--- src/rtl/pipe_buffer.sv ---
// Valid/ready pipeline stage register with flush and optional two-entry skid.
// Define PIPE_BUFFER_SKID_EN to build the skid variant (registered in_ready, count up to 2).
module pipe_buffer #(
  parameter int unsigned     W   = 16,
  parameter logic [W-1:0]    RST = '0
) (
  input  logic         clk,
  input  logic         rst,
  input  logic         flush,
  input  logic         in_valid,
  output logic         in_ready,
  input  logic [W-1:0] in_data,
  output logic         out_valid,
  input  logic         out_ready,
  output logic [W-1:0] out_data,
  output logic [1:0]   count
);

  // State encoding doubles as the held-entry count.
  localparam logic [1:0] ST_EMPTY = 2'd0;
  localparam logic [1:0] ST_ONE   = 2'd1;
`ifdef PIPE_BUFFER_SKID_EN
  localparam logic [1:0] ST_TWO   = 2'd2;
`endif

  logic [1:0]   state_q, state_d;
  logic [W-1:0] m_q, m_d;
  logic         accept, consume;

  assign out_valid = (state_q != ST_EMPTY);
  assign out_data  = m_q;
  assign count     = state_q;
  assign accept    = in_valid & in_ready;
  assign consume   = out_valid & out_ready;

`ifdef PIPE_BUFFER_SKID_EN
  logic [W-1:0] s_q, s_d;
  logic         in_ready_q;

  // in_ready comes straight from a flop so upstream sees no path from out_ready.
  assign in_ready = in_ready_q;

  always_comb begin
    state_d = state_q;
    m_d     = m_q;
    s_d     = s_q;
    case (state_q)
      ST_EMPTY: begin
        if (accept) begin
          state_d = ST_ONE;
          m_d     = in_data;
        end
      end
      ST_ONE: begin
        if (accept && consume) begin
          m_d = in_data;
        end else if (accept) begin
          state_d = ST_TWO;
          s_d     = in_data;
        end else if (consume) begin
          state_d = ST_EMPTY;
        end
      end
      ST_TWO: begin
        if (consume) begin
          state_d = ST_ONE;
          m_d     = s_q;
        end
      end
      default: state_d = ST_EMPTY;
    endcase
    if (flush) begin
      state_d = ST_EMPTY;
      m_d     = m_q;
      s_d     = s_q;
    end
  end

  always_ff @(posedge clk) begin
    if (rst) begin
      state_q    <= ST_EMPTY;
      m_q        <= RST;
      s_q        <= RST;
      in_ready_q <= 1'b1;
    end else begin
      state_q    <= state_d;
      m_q        <= m_d;
      s_q        <= s_d;
      in_ready_q <= (state_d != ST_TWO);
    end
  end

`else
  // Without the skid a held entry can only be replaced when it leaves this cycle.
  assign in_ready = (state_q == ST_EMPTY) | out_ready;

  always_comb begin
    state_d = state_q;
    m_d     = m_q;
    case (state_q)
      ST_EMPTY: begin
        if (accept) begin
          state_d = ST_ONE;
          m_d     = in_data;
        end
      end
      ST_ONE: begin
        if (accept) begin
          m_d = in_data;
        end else if (consume) begin
          state_d = ST_EMPTY;
        end
      end
      default: state_d = ST_EMPTY;
    endcase
    if (flush) begin
      state_d = ST_EMPTY;
      m_d     = m_q;
    end
  end

  always_ff @(posedge clk) begin
    if (rst) begin
      state_q <= ST_EMPTY;
      m_q     <= RST;
    end else begin
      state_q <= state_d;
      m_q     <= m_d;
    end
  end
`endif

endmodule

--- config.mk ---
export PLATFORM = sky130hd
export DESIGN_NAME = pipe_buffer
export DESIGN_NICKNAME = d
export VERILOG_FILES = /design/src/rtl/pipe_buffer.sv
export SDC_FILE = /design/constraint.sdc
export NUM_CORES = 1
export LEC_CHECK = 0
export BUFFER_PORTS_ARGS = -buffer_cell sky130_fd_sc_hd__buf_2
export CORE_MARGIN = 3
export CORE_UTILIZATION = 45
export CTS_CLUSTER_DIAMETER = 30
export DETAILED_ROUTE_END_ITERATION = 10
export PLACE_DENSITY = 0.79
export SETUP_SLACK_MARGIN = 0.2
export SLEW_MARGIN = 10
export SYNTH_ARGS = -nofsm -noshare
export SYNTH_HDL_FRONTEND = slang
export SYNTH_SLANG_ARGS = --single-unit
export TNS_END_PERCENT = 1
--- constraint.sdc ---
create_clock -name clk -period 1.75 [get_ports clk]
set_input_delay 0.525 -clock clk [delete_from_list [all_inputs] [get_ports clk]]
set_output_delay 0.525 -clock clk [all_outputs]
set_load 0.02 [all_outputs]
[Word-level counts from Yosys, hierarchy flattened]
Cells that the tools add are included.
Storage, ports and cells
  register bits after elaboration: 18
  latch bits: 0
  memory bits (writable): 0
  bits in read-only memories: 0
  input port bits: 21
  output and inout bits: 20
  logic and storage cells: 20
  memories kept: 0
Cells by class
  $add $sub $neg: 0
  $mul: 0
  divide/modulo/power cells: 0
  order comparisons: 0
  equal/unequal tests: 4
  shift operators: 0
  multiplexer cells: 4
  bitwise gates (word level): 4
  reduce and logical (&&, ||, !) cells: 6
Operators with widths (count)
  $mux 2: 3
  $ne 2x2->1 const B: 3
  $reduce_and 3->1: 2
  $pmux 2 s2: 1
  $reduce_or 2->1: 2
  $and 1x1->1: 2
  $eq 2x1->1 const B: 1
  $logic_not 2->1: 1
  $reduce_bool 2->1: 1
  $not 1->1: 1
  $or 1x1->1: 1

[Depth between registers and ports, before layout]
Gate-level depths: netlist of the first run.
  depth in word-level cells: 5
  mapped depth: 5
  depth with buffers taken out: 3

[Worst setup path before layout of the first run]
OpenSTA, ideal clock, no wires.
  path kind: register to output
  from: register state_q[0] (netlist: count[0])
  to: output in_ready
  arrival: 0.749 ns
  required time: 1.225 ns
  path slack: 0.476 ns
  stages on the path, launching flop included: 3
  path buffers: 0
  cells stage by stage: dfxtp_1 nor2b_4 inv_1
Between the ends
  word-level cells in the longest chain between the ends: 2
Ends and longest elaborated chain
  start, declared: RTL line 26  | logic [1:0] state_q, state_d;
  start signal, assigned: RTL line 127  | state_q <= state_d;
  $logic_not 2->1: RTL line 95  | assign in_ready = (state_q == ST_EMPTY) | out_ready;
  $or 1x1->1: RTL line 95
  end, declared: RTL line 11  | output logic in_ready,
No other way between the ends.

[Worst setup path in the final report of the first run]
Same ends and word-level chain as after synthesis.

==> flow_summary.json, run 1 <==
{
  "max-vdd-ir-drop_mv": 0.501,
  "cts_tree": "built",
  "rsz_0062_raised_after_global_routing": "false",
  "clock_latency_ns": 0.29,
  "netlist_instances": 78,
  "design.final.nets": 138,
  "path_cells": "nor2b_4 -> inv_2 -> buf_6",
  "synth_area_per_cell_um2": 10.3,
  "route.vias.total": 613,
  "overflow": 0,
  "timing.critical_path.fanout_max": 3,
  "dp.cells": 135,
  "chipHeight_um": 48.2,
  "gp_congestion": 0.621,
  "cts_made_buffers": 3,
  "clock_path_buffers": 2,
  "synth_cell_type_count": 13,
  "fp.coreArea_um2": 1590,
  "dieWidth_um": 48.2,
  "grt_antenna_before_repair": 0,
  "ctsHoldBuffers": 0,
  "ys_seq_elements": 17,
  "insertedDiodeCount": 0,
  "maxSlewViolCount": 0,
  "timing.critical_path.slowest_stage_cell": "dfxtp_2",
  "holdCritPathClass": "primary input to register",
  "synth_fp_nets": 99,
  "grt_pass1_vias": 498,
  "wire_per_inst_um": 10.2,
  "hold_viol": 0,
  "drive_above_1_share": 0.422,
  "port_buffer_count": 39,
  "fmaxAchievable_mhz": 682,
  "layout.cells.most_common_list": "buf_2 (38), nand2b_1 (32), mux2i_1 (16), dfxtp_1 (16), clkbuf_4 (3)",
  "power.internal_mw": 0.559,
  "drt_pass1_iterations": 2,
  "pwr-share-clk": 0.271,
  "htree_levels": 1,
  "place.detailed.hpwl_um": 1070,
  "yosysWarnings": 0,
  "seqPwrFrac": 0.545,
  "layout.cells.most_common": "buf_2",
  "total_leakage_power_nw": 0.483,
  "power_switching_share": 0.269,
  "drcViolationCount": 0,
  "power.switching_mw": 0.206,
  "worst-path-buf-inv": 2,
  "drv.max_cap_violation_count": 0,
  "area_growth_pct": 28.0,
  "setup_viol": 0,
  "clock_transition_time_at_the_flip_flop_clock_pins_of_the_worst_setup_and_hold_paths_ns": 0.11,
  "die-area_um2": 2320,
  "ctsRootBufferMaster": "clkbuf_4",
  "setup.worst_path.start_class": "register",
  "setup_ws_ns": 0.283,
  "maximum_number_of_pins_on_one_net_before_global_route_repair": 34,
  "clock-sinks": 17,
  "finalCoreUtilization": 0.643,
  "arrival_ns": 0.94,
  "worst_setup_path_end_kind": "primary output",
  "detailedPlace.worstSlack_ns": 0.245,
  "post_route_skew_ns": 0.0105,
  "final.min_clock_period_ns": 1.47,
  "critical_path_class": "register to primary output",
  "row_count": 14,
  "layout_worst_path_cycle_share": 0.838,
  "totalNegativeSetupSlack_ns": 0,
  "vias_per_cell": 4.38,
  "status": "finished clean",
  "final-instance-count-excl-fill": 140,
  "synth_area_um2": 801,
  "grt_util_all_layers": 0.129,
  "synth.yosys.seq_area_share": 0.425,
  "grt_pass1_wl_um": 2150,
  "drt-total-wl_um": 1430,
  "cp_data_required_time_ns": 1.22,
  "floorplan.initialDensity": 0.502,
  "drt_iter0_drc": 3,
  "critical_path.top_delay_family": "flip-flops",
  "worst_path_largest_cell_delay_ns": 0.35,
  "pwr_density_cell_nw_per_um2": 746,
  "combinationalPowerShare": 0.184,
  "ant_nets": 0,
  "io_pins": 41
}
-- flip-flops by register name (all words and copies together), names as in the netlist --
| signal | cells |
|---|---|
| count | 1 |
| out_data | 16 |
-- cell families (layout without fill, tap and decap cells) --
| kind of cell | Yosys count | after routing | synth area share |
|---|---|---|---|
| buffers and inverters | 8 | 46 | 0.0766 |
| and+or+nand+nor | 36 | 36 | 0.294 |
| other | 1 | 1 | 0.00468 |
| muxes | 16 | 16 | 0.200 |
| DFF | 17 | 17 | 0.425 |
-- per-stage QoR --
stage / cell area (um^2) / power, mW / hold slack [ns]
floorplan: 801 / 0.521 / 0.546
global placement: 982 / 0.561 / 0.455
detailed placement: 982 / 0.566 / 0.459
CTS: 1020 / 0.777 / 0.427
global route: 1020 / 0.807 / 0.422
finish: 1020 / 0.765 / 0.432
-- per-layer routing --
layer  up-vias  GRT usage  wire, um
met3         2     0.0332        86
met5         -          0         0
met2        18      0.203       732
met4         0     0.0484         4
met1       276      0.168       603
li1        317          -         -
-- synth_stat cells, drive strengths merged --
library cell | count | area [um^2]
nand2b | 32 | 200
dfxtp | 17 | 340
mux2i | 16 | 160
buf | 4 | 46.3
clkbuf | 3 | 11.3
conb | 1 | 3.75
inv | 1 | 3.75
nor2 | 1 | 3.75
nor2b | 1 | 13.8
nor3 | 1 | 5.00
nor3b | 1 | 12.5
-- final cells by class --
| class | count | area (um^2) |
|---|---|---|
| multi-input cells | 53 | 405 |
| repair buffers | 41 | 216 |
| well taps | 24 | 30.0 |
| fillers | 142 | 569 |
| clock inverters | 1 | 5.00 |
| clock buffers | 3 | 22.5 |
| inverters | 1 | 3.75 |
| flip-flops and latches | 17 | 342 |
-- power by group through the flow --
stage,clock network [mW],registers (mW),logic (mW)
after floorplan,0,0.450,0.0713
after detailed placement,0,0.425,0.140
after CTS,0.219,0.416,0.142
final,0.207,0.416,0.141
after global routing,0.234,0.419,0.154
after global placement,0,0.424,0.137
-- path summary, 6_finish.rpt --
check                                          startpoint                        end  slack [ns]  depth (start not counted)
worst max-delay path                count[0]$_SDFFE_PP0P_                   in_ready        0.28                          3
worst min register to register  out_data[14]$_SDFFE_PP0P_  out_data[14]$_SDFFE_PP0P_        0.48                          2
worst min-delay path                                flush      count[0]$_SDFFE_PP0P_        0.43                          2
worst max register to register      count[0]$_SDFFE_PP0P_   out_data[7]$_SDFFE_PP0P_        0.40                          5
-- timing repair --
action / 4_1_cts / 5_1_grt
gates resized for setup: 0 / 4
buffers inserted: 1 / 0
setup endpoints to repair: 1 / 1
Note: power is estimated with default switching activity, not from simulation.
==> run 2: changes to the inputs <==
--- a/config.mk
+++ b/config.mk
@@ -7,10 +7,10 @@
 export LEC_CHECK = 0
 export BUFFER_PORTS_ARGS = -buffer_cell sky130_fd_sc_hd__buf_2
 export CORE_MARGIN = 3
-export CORE_UTILIZATION = 45
+export CORE_UTILIZATION = 43
 export CTS_CLUSTER_DIAMETER = 30
 export DETAILED_ROUTE_END_ITERATION = 10
-export PLACE_DENSITY = 0.79
+export PLACE_DENSITY = 0.76
 export SETUP_SLACK_MARGIN = 0.2
 export SLEW_MARGIN = 10
 export SYNTH_ARGS = -nofsm -noshare
==> constraint.sdc (replaced) <==
create_clock -name clk -period 1.5 [get_ports clk]
set_input_delay 0.45 -clock clk [delete_from_list [all_inputs] [get_ports clk]]
set_output_delay 0.45 -clock clk [all_outputs]
set_load 0.02 [all_outputs]
==> run 2 against run 1 <==
Net effect:
- die area increased by 4.1%
- sequential power is 17% higher
- global-route usage rose by 1.4 points
- register-to-register slack got worse by 0.19 ns
- power up 17%
- wire length increased by 7.9%
- clock skew is 0.0055 ns lower
- non-clock buffer count is 1 higher
- flip-flop and latch count unchanged
- count of clock-buffer cells in the layout up 1
- highest routed layer is now met3
==> flow_summary.json, run 2 (synthesis results as in run 1) <==
{
  "status": "finished clean",
  "fp.coreArea_um2": 1630,
  "gp_congestion": 0.653,
  "post_route_skew_ns": 0.00508,
  "total_leakage_power_nw": 0.489,
  "layout.cells.most_common": "buf_2",
  "largest_register_ff_count": 16,
  "area_growth_pct": 30.3,
  "critPathLaunch": "count[0]$_SDFFE_PP0P_",
  "fin_total_pwr_mw": 0.893,
  "floorplan.initialDensity": 0.492,
  "clock_latency_ns": 0.28,
  "dieWidth_um": 49.2,
  "cp_data_required_time_ns": 1.05,
  "regToRegEndpoint": "out_data[6]$_SDFFE_PP0P_",
  "min-delay-start": "flush",
  "critical_path_class": "register to primary output",
  "htree_levels": 1,
  "design.final.nets": 139,
  "max-vdd-ir-drop_mv": 0.433,
  "clock_transition_time_at_the_flip_flop_clock_pins_of_the_worst_setup_and_hold_paths_ns": 0.10,
  "finalCoreUtilization": 0.641,
  "cts_tree": "built",
  "hold_viol": 0,
  "ant_nets": 0,
  "drive_above_1_share": 0.419,
  "r2r_setup_slack_ns": 0.21,
  "grt_pass1_wl_um": 2730,
  "insertedDiodeCount": 0,
  "clock_path_buffers": 2,
  "totalNegativeSetupSlack_ns": 0,
  "grt_pass1_vias": 612,
  "layout.cells.most_common_list": "buf_2 (38), nand2b_1 (32), mux2i_1 (16), dfxtp_1 (16), clkbuf_4 (3)",
  "port_buffer_count": 39,
  "timing.reg2reg.worst_path_depth": 5,
  "worst_setup_path_end_kind": "primary output",
  "ctsRootBufferMaster": "clkbuf_4",
  "holdCritPathClass": "primary input to register",
  "fill_cells": 163,
  "ctsHoldBuffers": 0,
  "timing.critical_path.fanout_max": 3,
  "drt_pass1_iterations": 4,
  "row_count": 14,
  "clock-sinks": 17,
  "drv.max_cap_violation_count": 0,
  "io_pins": 41,
  "drt-total-wl_um": 1540,
  "arrival_ns": 0.94,
  "die-area_um2": 2420,
  "route.vias.total": 621,
  "grt_util_all_layers": 0.143,
  "layout_worst_path_cycle_share": 0.926,
  "r2r_start": "count[0]$_SDFFE_PP0P_",
  "cts_made_buffers": 3,
  "final.min_clock_period_ns": 1.39,
  "overflow": 0,
  "setup.worst_path.start_class": "register",
  "critical_path_capture_point": "in_ready",
  "fmaxAchievable_mhz": 720,
  "maximum_number_of_pins_on_one_net_before_global_route_repair": 34,
  "rsz_0062_raised_after_global_routing": "true",
  "drcViolationCount": 0,
  "layout.area.seq_um2": 342,
  "drt_iter0_drc": 5,
  "maxSlewViolCount": 0,
  "vias_per_cell": 4.40,
  "setup_viol": 0,
  "multi_input_area_um2": 405,
  "wire_per_inst_um": 10.9,
  "grt_antenna_before_repair": 0,
  "chipHeight_um": 49.2,
  "pwr_density_cell_nw_per_um2": 856
}
==> run 2: cell types whose count changed in the layout (fill, tap and decap cells not counted) <==
| cell | before | now |
|---|---|---|
| clkinv_2 | 1 | 0 |
| buf_12 | 0 | 1 |
| clkbuf_1 | 0 | 1 |
==> run 2: repair_timing <==
item,CTS,global route
pin swaps,0,0
setup endpoints to repair,1,20
gates resized for setup,4,0
buffers inserted,1,1
==> run 2: layer usage <==
metal | global-route usage | vias up | part of all wire
li1 | - | 324 | -
met1 | 0.160 | 277 | 0.41
met2 | 0.254 | 20 | 0.53
met3 | 0.0367 | 0 | 0.062
met4 | 0.0569 | 0 | 0
met5 | 0 | - | 0
==> run 2: report_power, final <==
group	total (mW)	leakage (nW)	internal [mW]	switching, mW
registers	0.486	0.139	0.475	0.0111
logic	0.171	0.335	0.0835	0.0878
clock network	0.236	0.0150	0.103	0.133
total	0.893	0.489	0.661	0.232
==> run 2: how the worst min path moves through the flow <==
stage / to / cells past startpoint
after CTS: count[0]$_SDFFE_PP0P_ / 2
after global routing: count[0]$_SDFFE_PP0P_ / 2
after global placement: out_data[15]$_SDFFE_PP0P_ / 2
final: count[0]$_SDFFE_PP0P_ / 2
after detailed placement: out_data[11]$_SDFFE_PP0P_ / 2
after floorplan: count[0]$_SDFFE_PP0P_ / 1
==> run 2: layout make-up <==
class / instances / share of cell area
multi-input cells: 53 / 0.388
flip-flops and latches: 17 / 0.327
repair buffers: 42 / 0.227
well taps: 24 / 0.0288
clock buffers: 4 / 0.0252
inverters: 1 / 0.00360
==> run 2: critical path, cell delays in order (launching register included) <==
cell and delay, ns:
dfxtp_2 0.35, nor2b_4 0.15, inv_2 0.04, buf_6 0.12
==> run 2: stage by stage <==
step	area (um^2)	cells	worst slack [ns]	hold WS [ns]
final	1040	141	0.110	0.365
after global routing	1040	141	0.0630	0.361
after CTS	1040	140	0.0990	0.356
after detailed placement	995	135	0.129	0.459
after global placement	995	135	0.157	0.455
after floorplan	801	78	0.296	0.529
==> run 3: changes to the inputs <==
--- a/config.mk
+++ b/config.mk
@@ -5,12 +5,13 @@
 export SDC_FILE = /design/constraint.sdc
 export NUM_CORES = 1
 export LEC_CHECK = 0
+export ABC_AREA = 1
 export BUFFER_PORTS_ARGS = -buffer_cell sky130_fd_sc_hd__buf_2
 export CORE_MARGIN = 3
 export CORE_UTILIZATION = 43
 export CTS_CLUSTER_DIAMETER = 30
 export DETAILED_ROUTE_END_ITERATION = 10
-export PLACE_DENSITY = 0.76
+export PLACE_DENSITY = 0.77
 export SETUP_SLACK_MARGIN = 0.2
 export SLEW_MARGIN = 10
 export SYNTH_ARGS = -nofsm -noshare
==> run 3 against run 2 <==
Net effect:
- register-to-register slack gained 0.30 ns
- final area shrank 1.7%
- hold slack lost 0.048 ns
- global-route usage shrank 0.21 points
- via count grew 26%
- combinational power grew 18%
- cell count grew 24%
- sequential power grew 2%
- sequential share of layout area grew 0.80 points
- critical path depth shrank 1
- die area shrank 0.97%
- synthesized area shrank 1.1%
- critical endpoint unchanged
- largest power group unchanged
==> flow_summary.json, run 3 <==
{
  "total_leakage_power_nw": 0.595,
  "floorplan.initialDensity": 0.491,
  "place.detailed.hpwl_um": 1210,
  "pwr_density_cell_nw_per_um2": 916,
  "drcViolationCount": 0,
  "post-cts-setup-buffers": 0,
  "fin_total_pwr_mw": 0.939,
  "ctsRootBufferMaster": "clkbuf_4",
  "grt_util_all_layers": 0.141,
  "yosysTopAreaCellShare": 0.430,
  "chipHeight_um": 48.9,
  "cts_made_buffers": 3,
  "synth_area_um2": 792,
  "min_delay_path_depth": 2,
  "synth.yosys.seq_area_share": 0.430,
  "arrival_ns": 0.85,
  "largest_register_ff_count": 16,
  "fill_cells": 160,
  "drt-total-wl_um": 1650,
  "seqPwrFrac": 0.528,
  "ctsHoldBuffers": 0,
  "timing.reg2reg.worst_path_depth": 5,
  "r2r_start": "count[0]$_SDFFE_PP0P_",
  "hold_viol": 0,
  "setup_ws_ns": 0.198,
  "final.min_clock_period_ns": 1.30,
  "power_switching_share": 0.296,
  "layout.cells.most_common_list": "buf_2 (38), inv_1 (19), a21oi_1 (17)",
  "ys_seq_elements": 17,
  "fmaxAchievable_mhz": 768,
  "overflow": 0,
  "fp.coreArea_um2": 1610,
  "worst_path_largest_cell_delay_ns": 0.38,
  "path_cells": "nand2_4 -> buf_6",
  "io_pins": 41,
  "critical_path_class": "register to primary output",
  "synth_cell_type_count": 13,
  "grt_pass1_vias": 655,
  "power.internal_mw": 0.661,
  "route.vias.total": 780,
  "maximum_number_of_pins_on_one_net_before_global_route_repair": 33,
  "gp_congestion": 0.723,
  "ant_nets": 0,
  "grt_antenna_before_repair": 0,
  "dieWidth_um": 48.9,
  "yosys.cell_count.top_type": "inv_1",
  "cts_tree": "built",
  "insertedDiodeCount": 0,
  "die-area_um2": 2390,
  "status": "finished clean",
  "setup_viol": 0,
  "maxSlewViolCount": 0,
  "clock_transition_time_at_the_flip_flop_clock_pins_of_the_worst_setup_and_hold_paths_ns": 0.10,
  "pwr-share-clk": 0.257,
  "timing.critical_path.fanout_max": 4,
  "setup.worst_path.start_class": "register",
  "max-vdd-ir-drop_mv": 0.506,
  "worst_setup_path_end_kind": "primary output",
  "drt_pass1_iterations": 2,
  "combinationalPowerShare": 0.215,
  "layout.area.seq_um2": 344,
  "regToRegEndpoint": "out_data[10]$_SDFFE_PP0P_",
  "synth_fp_nets": 135,
  "holdCritPathClass": "primary input to register",
  "worst_hold_path.endpoint": "count[0]$_SDFFE_PP0P_",
  "port_buffer_count": 39,
  "ys_async_sr_fraction": 0,
  "yosysWarnings": 0,
  "wire_per_inst_um": 9.43,
  "multi_input_area_um2": 317,
  "post-synth-top-area-cell": "dfxtp_1",
  "cp_data_required_time_ns": 1.05,
  "post_route_skew_ns": 0.00515,
  "vias_per_cell": 4.46,
  "synth_area_per_cell_um2": 6.95,
  "layout.cells.most_common": "buf_2",
  "synth.area.top_cells": "dfxtp_1 (43%), a21oi_1 (11%), nand3_1 (10%)",
  "min-delay-start": "rst",
  "clock_latency_ns": 0.29,
  "drive_above_1_share": 0.325,
  "totalNegativeSetupSlack_ns": 0,
  "area_growth_pct": 29.5,
  "postSynth.topFlopCell": "dfxtp_1",
  "design.final.nets": 173,
  "layout_worst_path_cycle_share": 0.868,
  "netlist_instances": 114,
  "clock-sinks": 17,
  "clock_path_buffers": 2,
  "grt_pass1_wl_um": 2740,
  "power.switching_mw": 0.278,
  "drt_iter0_drc": 2,
  "number_of_enable_type_register_cells_in_the_synthesized_netlist": 0,
  "htree_levels": 1,
  "timing.critical_path.slowest_stage_cell": "dfxtp_4",
  "post_synth_most_frequent_cells": "inv_1 (19), a21oi_1 (17), dfxtp_1 (17)",
  "r2r_setup_slack_ns": 0.51,
  "detailedPlace.worstSlack_ns": 0.199,
  "rsz_0062_raised_after_global_routing": "true",
  "row_count": 14,
  "drv.max_cap_violation_count": 0
}
## run 3: cell types whose count changed after synthesis, sizes merged, moves of 17 or more
cell    previous run  this run
a21oi              0        17
inv                1        19
nand2              0        17
nand2b            32         0
## run 3: critical path, delay by kind of cell, from the launching register on
kind                   cells  cell delay [ns]
AND/OR/NAND/NOR            1             0.06
buffers and inverters      1             0.13
flip-flops                 1             0.38
## run 3: worst max path at each step
stage	start	endpoint
6_report	count[0]$_SDFFE_PP0P_	in_ready
5_1_grt	count[0]$_SDFFE_PP0P_	in_ready
4_1_cts	count[0]$_SDFFE_PP0P_	in_ready
3_5_place_dp	out_ready	in_ready
3_3_place_gp	out_ready	in_ready
2_1_floorplan	out_ready	in_ready
## run 3: logic make-up (layout without fill, tap and decap cells)
group	count (synthesis)	after routing	synth area share
buffers and inverters	28	65	0.177
and+or+nand+nor	51	51	0.281
DFF	17	17	0.430
AOI/OAI and AO/OA	17	17	0.107
other	1	1	0.00473
## run 3: per-layer routing
layer  GRT usage  share of wire  routed length (um)  vias up
li1            -              -                   -      424
met1       0.171           0.44                 726      336
met2       0.240           0.50                 830       18
met3      0.0214          0.051                  85        2
met4      0.0711         0.0048                   8        0
met5           0              0                   0        -
## run 3: power groups by stage
stage          Sequential [mW]  Combinational (mW)  Clock [mW]
6_report                 0.496               0.202       0.241
5_1_grt                  0.500               0.225       0.271
4_1_cts                  0.497               0.203       0.253
3_5_place_dp             0.507               0.202           0
3_3_place_gp             0.506               0.198           0
2_1_floorplan            0.545              0.0993           0
## run 3: final cells by class
class	count	area share
flip-flops and latches	17	0.335
multi-input cells	69	0.309
repair buffers	42	0.230
inverters	19	0.0695
well taps	24	0.0293
clock buffers	3	0.0220
clock inverters	1	0.00488
## run 3: per-stage QoR
step | hold WS, ns | cell area (um^2) | std cells | util
2_1_floorplan | 0.527 | 792 | 114 | -
3_3_place_gp | 0.456 | 983 | 171 | 0.610
3_5_place_dp | 0.463 | 983 | 171 | 0.610
4_1_cts | 0.314 | 1020 | 175 | 0.632
5_1_grt | 0.323 | 1030 | 175 | 0.637
6_report | 0.317 | 1030 | 175 | 0.637
## run 3: repair_timing
item                                    CTS  global route
endpoints found under the setup margin    3             5
pin swaps                                 1             0
gates resized for setup                   3             2
